File: config.mk
export PLATFORM = sky130hd
export DESIGN_NAME = sram_arbiter
export DESIGN_NICKNAME = d
export VERILOG_FILES = /design/src/rtl/sram_arbiter.sv
export SDC_FILE = /design/constraint.sdc
export NUM_CORES = 1
export LEC_CHECK = 0
export CAP_MARGIN = 20
export CELL_PAD_IN_SITES_DETAIL_PLACEMENT = 0
export CELL_PAD_IN_SITES_GLOBAL_PLACEMENT = 2
export CORE_MARGIN = 1.5
export CORE_UTILIZATION = 23
export CTS_BUF_LIST = sky130_fd_sc_hd__clkbuf_16
export CTS_CLUSTER_SIZE = 30
export DETAILED_ROUTE_END_ITERATION = 16
export GPL_ROUTABILITY_DRIVEN = 0
export PLACE_DENSITY = 0.73
export SKIP_LAST_GASP = 1
export SYNTH_ARGS = -nofsm -noshare
export SYNTH_HDL_FRONTEND = slang
export SYNTH_SLANG_ARGS = --single-unit
File: constraint.sdc
create_clock -name clk -period 1.4 [get_ports clk]
set_clock_uncertainty 0.05 [all_clocks]
set_input_delay 0.21 -clock clk [delete_from_list [all_inputs] [get_ports clk]]
set_output_delay 0.21 -clock clk [all_outputs]
set_load 0.05 [all_outputs]
File: src/rtl/sram_arbiter.sv
// Round-robin arbiter and sequencer sharing one 128x9 single-port SRAM between two requesters,
// with a zero-fill clear sequence after reset or on command.
module sram_arbiter #(
    parameter int unsigned ADDR_W         = 7,
    parameter int unsigned DATA_W         = 9,
    parameter bit          CLEAR_ON_RESET = 1'b1
) (
    input  logic              clk,
    input  logic              reset,
    input  logic              clear_req,
    output logic              busy,
    input  logic              req0,
    input  logic              we0,
    input  logic [ADDR_W-1:0] addr0,
    input  logic [DATA_W-1:0] wdata0,
    output logic              ack0,
    output logic              rvalid0,
    output logic [DATA_W-1:0] rdata0,
    input  logic              req1,
    input  logic              we1,
    input  logic [ADDR_W-1:0] addr1,
    input  logic [DATA_W-1:0] wdata1,
    output logic              ack1,
    output logic              rvalid1,
    output logic [DATA_W-1:0] rdata1,
    output logic              mem_ce,
    output logic              mem_wre,
    output logic              mem_oce,
    output logic              mem_reset,
    output logic [ADDR_W-1:0] mem_ad,
    output logic [DATA_W-1:0] mem_din,
    input  logic [DATA_W-1:0] mem_dout
);

    localparam logic [ADDR_W-1:0] LAST_ADDR = '1;

    typedef enum logic {
        SERVE = 1'b0,
        CLEAR = 1'b1
    } state_t;

    state_t              state, state_nx;
    logic                rr_ptr, rr_nx;
    logic                gnt_vld, gnt_port;
    logic                busy_nx;
    logic [ADDR_W-1:0]   clr_cnt, clr_cnt_nx;
    logic                ce_nx, wre_nx;
    logic [ADDR_W-1:0]   ad_nx;
    logic [DATA_W-1:0]   din_nx;
    // Read tracking: s1 = issued to SRAM this cycle, s2 = SRAM data out valid this cycle
    logic                s1_vld, s1_port, s2_vld, s2_port;
    logic                s1_vld_nx, s1_port_nx;

    assign mem_oce   = 1'b1;
    assign mem_reset = 1'b0;

    // Acks are combinational and suppressed while reset is held
    assign ack0 = reset & gnt_vld & ~gnt_port;
    assign ack1 = reset & gnt_vld & gnt_port;

    // Next-state, grant and SRAM pin decode
    always_comb begin
        state_nx   = state;
        rr_nx      = rr_ptr;
        clr_cnt_nx = clr_cnt;
        gnt_vld    = 1'b0;
        gnt_port   = 1'b0;
        ce_nx      = 1'b0;
        wre_nx     = 1'b0;
        ad_nx      = mem_ad;
        din_nx     = mem_din;
        s1_vld_nx  = 1'b0;
        s1_port_nx = 1'b0;

        case (state)
            SERVE: begin
                if (req0 && req1) begin
                    gnt_vld  = 1'b1;
                    gnt_port = ~rr_ptr;
                end else if (req0) begin
                    gnt_vld  = 1'b1;
                    gnt_port = 1'b0;
                end else if (req1) begin
                    gnt_vld  = 1'b1;
                    gnt_port = 1'b1;
                end

                if (gnt_vld) begin
                    rr_nx      = gnt_port;
                    ce_nx      = 1'b1;
                    wre_nx     = gnt_port ? we1 : we0;
                    ad_nx      = gnt_port ? addr1 : addr0;
                    din_nx     = gnt_port ? wdata1 : wdata0;
                    s1_vld_nx  = ~wre_nx;
                    s1_port_nx = gnt_port;
                end

                if (clear_req) begin
                    state_nx = CLEAR;
                end
            end

            CLEAR: begin
                ce_nx      = 1'b1;
                wre_nx     = 1'b1;
                ad_nx      = clr_cnt;
                din_nx     = '0;
                clr_cnt_nx = ADDR_W'(clr_cnt + 1'b1);
                if (clr_cnt == LAST_ADDR) begin
                    state_nx = SERVE;
                end
            end

            default: begin
                state_nx = SERVE;
            end
        endcase

        busy_nx = (state_nx == CLEAR);
    end

    // State, SRAM pin and read-return registers
    always_ff @(posedge clk or negedge reset) begin
        if (!reset) begin
            state   <= CLEAR_ON_RESET ? CLEAR : SERVE;
            busy    <= CLEAR_ON_RESET;
            rr_ptr  <= 1'b1;
            clr_cnt <= '0;
            mem_ce  <= 1'b0;
            mem_wre <= 1'b0;
            mem_ad  <= '0;
            mem_din <= '0;
            s1_vld  <= 1'b0;
            s1_port <= 1'b0;
            s2_vld  <= 1'b0;
            s2_port <= 1'b0;
            rvalid0 <= 1'b0;
            rvalid1 <= 1'b0;
            rdata0  <= '0;
            rdata1  <= '0;
        end else begin
            state   <= state_nx;
            busy    <= busy_nx;
            rr_ptr  <= rr_nx;
            clr_cnt <= clr_cnt_nx;
            mem_ce  <= ce_nx;
            mem_wre <= wre_nx;
            mem_ad  <= ad_nx;
            mem_din <= din_nx;
            s1_vld  <= s1_vld_nx;
            s1_port <= s1_port_nx;
            s2_vld  <= s1_vld;
            s2_port <= s1_port;
            rvalid0 <= s2_vld & ~s2_port;
            rvalid1 <= s2_vld & s2_port;
            if (s2_vld && !s2_port) begin
                rdata0 <= mem_dout;
            end
            if (s2_vld && s2_port) begin
                rdata1 <= mem_dout;
            end
        end
    end

endmodule
==> key figures <==
Die
  • Die width: 100.7 µm
  • Core area: 9240 µm²
  • Die H: 100.7 µm
  • # IOs: 91
  • Starting density of the core: 23.74%
  • Die area: 10130 µm²
  • # rows: 35

Placement
  • Cell Area, Placed: 3731 µm²
  • # port buffers: 88
  • DP Wirelength: 4431 µm

Power
  • Cell Pwr Density: 1364 nW/µm²
  • Total chip power: 5463 µW
  • Leakage: 0.001752 µW
  • Clk network pwr share: 24.5%
  • IR drop worst, VDD: 0.8263 mV
  • Int Pwr: 3655 µW
  • Comb pwr share: 37.7%
  • Sw Pwr: 1809 µW
  • Flop pwr share: 37.8%
  • Net Sw Frac: 33.10%

Global routing
  • Vias in the first global route: 1811
  • Total gr overflow: 0
  • First-pass GRT wire length: 9666 µm
  • Total track usage: 12.25%
  • Antenna violations before repair: 0
  • Largest net degree at the start of global routing: 52

STA
  • # setup viols final: 5
  • Tightest Pin Transition: 639.6 ps
  • Hold Slack: 68.89 ps
  • Setup slack after layout: -140.6 ps
  • Fin. max-slew vios: 0
  • Tcrit/Tclk final: 110.0%
  • Slew headroom: 57.36%
  • Min Tclk post-route: 1541 ps
  • Sum Neg Setup Slack: -385.3 ps
  • Max Clk Rate: 649.1 MHz
  • RSZ-0062 raised after global routing: yes
  • Final hold vios: 0

Cells and area
  • Inserted Diodes: 0
  • Synth-to-layout area growth: 82.60%
  • Post-route design area: 4005 µm²
  • Share of cells above drive strength 1: 36.91%
  • Most frequent cells in the layout: dfrtp_1, clkdlybuf4s50_1, buf_12
  • Fill cells: 888
  • Multi-input logic area: 875.8 µm²
  • Sequential Area: 1279 µm²
  • Nets@finish: 346
  • Most common cell after layout, fill and taps aside: dfrtp_1

Worst hold path
  • Type of the most critical hold path: in2async

Worst setup path
  • Startpoint Class: flop
  • Setup CP Type: reg2out
  • Arrival @ worst endpoint: 1280 ps
  • CP Capture Type: output pin
  • R2R setup slack: -40 ps
  • Required time worst endpoint: 1140 ps
  • Largest fanout on the critical path: 3

Flow run
  • Max-cap violations: 0

Logic synthesis
  • Top cells by area, synth: dfrtp_1, mux2_2, nor2_1
  • Syn_nets: 241
  • Synth Area per Inst: 11.42 µm²
  • Post-synth EDFFs: 0
  • Synth Flop Type: dfrtp_1
  • Synthesis-stage register bit count: 51
  • Post-synth ARST share: 100.0%
  • Synth cell types: 35
  • Cell count after synthesis: 192
  • Mapped cell area: 2193 µm²
  • Ys Warns: 0
  • Post-synthesis sequential area ratio: 58.30%
  • Yosys top cell area share: 55.90%
  • Cell taking the most area after synthesis: dfrtp_1

Clock network
  • Sink Count: 51
  • CTS Buf Count: 5
  • CTS H-tree depth: 2
  • CTS tree: built
  • Worst skew pair latency: 280 ps
  • Clock Pin Slew Worst Setup and Hold Paths: 60 ps
  • Clock Path Buffers: 2
  • Clk root buf: clkbuf_16

Drt
  • Final ANT Viol Nets: 0
  • Vias/cell: 4.230
  • DRT iter0 DRCs: 50
  • Remaining DRCs: 0
  • Drt pass-1 iters: 4
  • Routed WL: 5990 µm
  • Wire per inst: 14.03 µm
  • Via Count: 1806

Status
  • Status: complete, but fails checks
  • Failing checks: setup timing
critical path, stage by stage (launching register included):
cell	delay, ps
dfstp_2	570
o21ba_4	170
nand2_4	80
nor2_4	40
buf_12	140
routing by layer:
layer	routed length, µm	vias up	GRT usage [%]
met5	0	-	0
met3	298	5	2.913
met4	39	0	2.600
li1	-	873	-
met2	2802	60	19.13
met1	2850	868	17.25
cells by family after synthesis:
kind of cell             Yosys count  share of synthesized area, %
AO/OA/AOI/OAI                     21                         6.617
XOR/XNOR                           6                         2.396
adder cells (fa/ha/maj)            1                        0.5704
buffers and inverters             18                         4.849
flip-flops                        51                         58.30
multiplexers                      21                         10.67
other                              2                        0.3424
AND/OR/NAND/NOR                   72                         16.26
sequential cells by signal, summed over array words and instances (netlist names):
signal   cells
rdata1       9
s1_vld       1
rvalid0      1
s2_vld       1
mem_ad       7
rvalid1      1
mem_wre      1
mem_din      9
mem_ce       1
clr_cnt      7
rr_ptr       1
rdata0       9
state        1
s1_port      1
s2_port      1
layout make-up:
type / instances / area share, %
Clock buffer: 5 / 3.124
Tap cell: 129 / 4.030
Multi-Input combinational cell: 123 / 21.87
Inverter: 5 / 0.4686
Clock inverter: 3 / 0.9372
Sequential cell: 51 / 31.93
Timing Repair Buffer: 111 / 37.64
power by group through the flow:
stage / clock network, µW / logic (µW) / registers (µW)
5_1_grt: 1450 / 2180 / 2100
6_report: 1340 / 2060 / 2060
2_1_floorplan: 0 / 480 / 2510
3_5_place_dp: 0 / 2030 / 2080
3_3_place_gp: 0 / 2000 / 2090
4_1_cts: 1380 / 2040 / 2060
stage by stage:
stage                     setup slack, ps  utilization, %  cells
final                              -140.6           43.34    427
after CTS                          -155.5           42.61    424
after global routing               -185.0           43.34    427
after global placement             -264.6           40.38    412
after detailed placement           -275.0           40.38    412
after floorplan                    -64.39               -    192
cell usage after synthesis (3+ instances only):
| cell | n |
|---|---|
| xnor2_1 | 3 |
| mux2_2 | 17 |
| dfrtp_1 | 49 |
| buf_4 | 4 |
| nor4_1 | 6 |
| a31oi_1 | 6 |
| buf_2 | 7 |
| nor2_1 | 25 |
| inv_1 | 5 |
| o21ai_0 | 4 |
| or4_1 | 4 |
| nor4_2 | 3 |
| nand2_1 | 16 |
| xor2_1 | 3 |
| nor3_1 | 10 |
final timing paths:
kind,start,to,depth (start not counted)
worst min-delay path,reset,clr_cnt[6],2
max in group asynchronous,reset,rdata1[4],2
worst max-delay path,state,ack1,4
min in group clk,s1_vld,s2_vld,0
worst min register to register,s1_vld,s2_vld,0
worst max register to register,state,clr_cnt[5],5
repair_timing:
| action | 4_1_cts | 5_1_grt |
|---|---|---|
| gates resized for setup | 5 | 14 |
| buffers inserted | 4 | 3 |
| hold buffers | 0 | 0 |
| endpoints found under the setup margin | 6 | 33 |
| pin swaps | 2 | 3 |
Note: power is estimated with default switching activity, not from simulation.
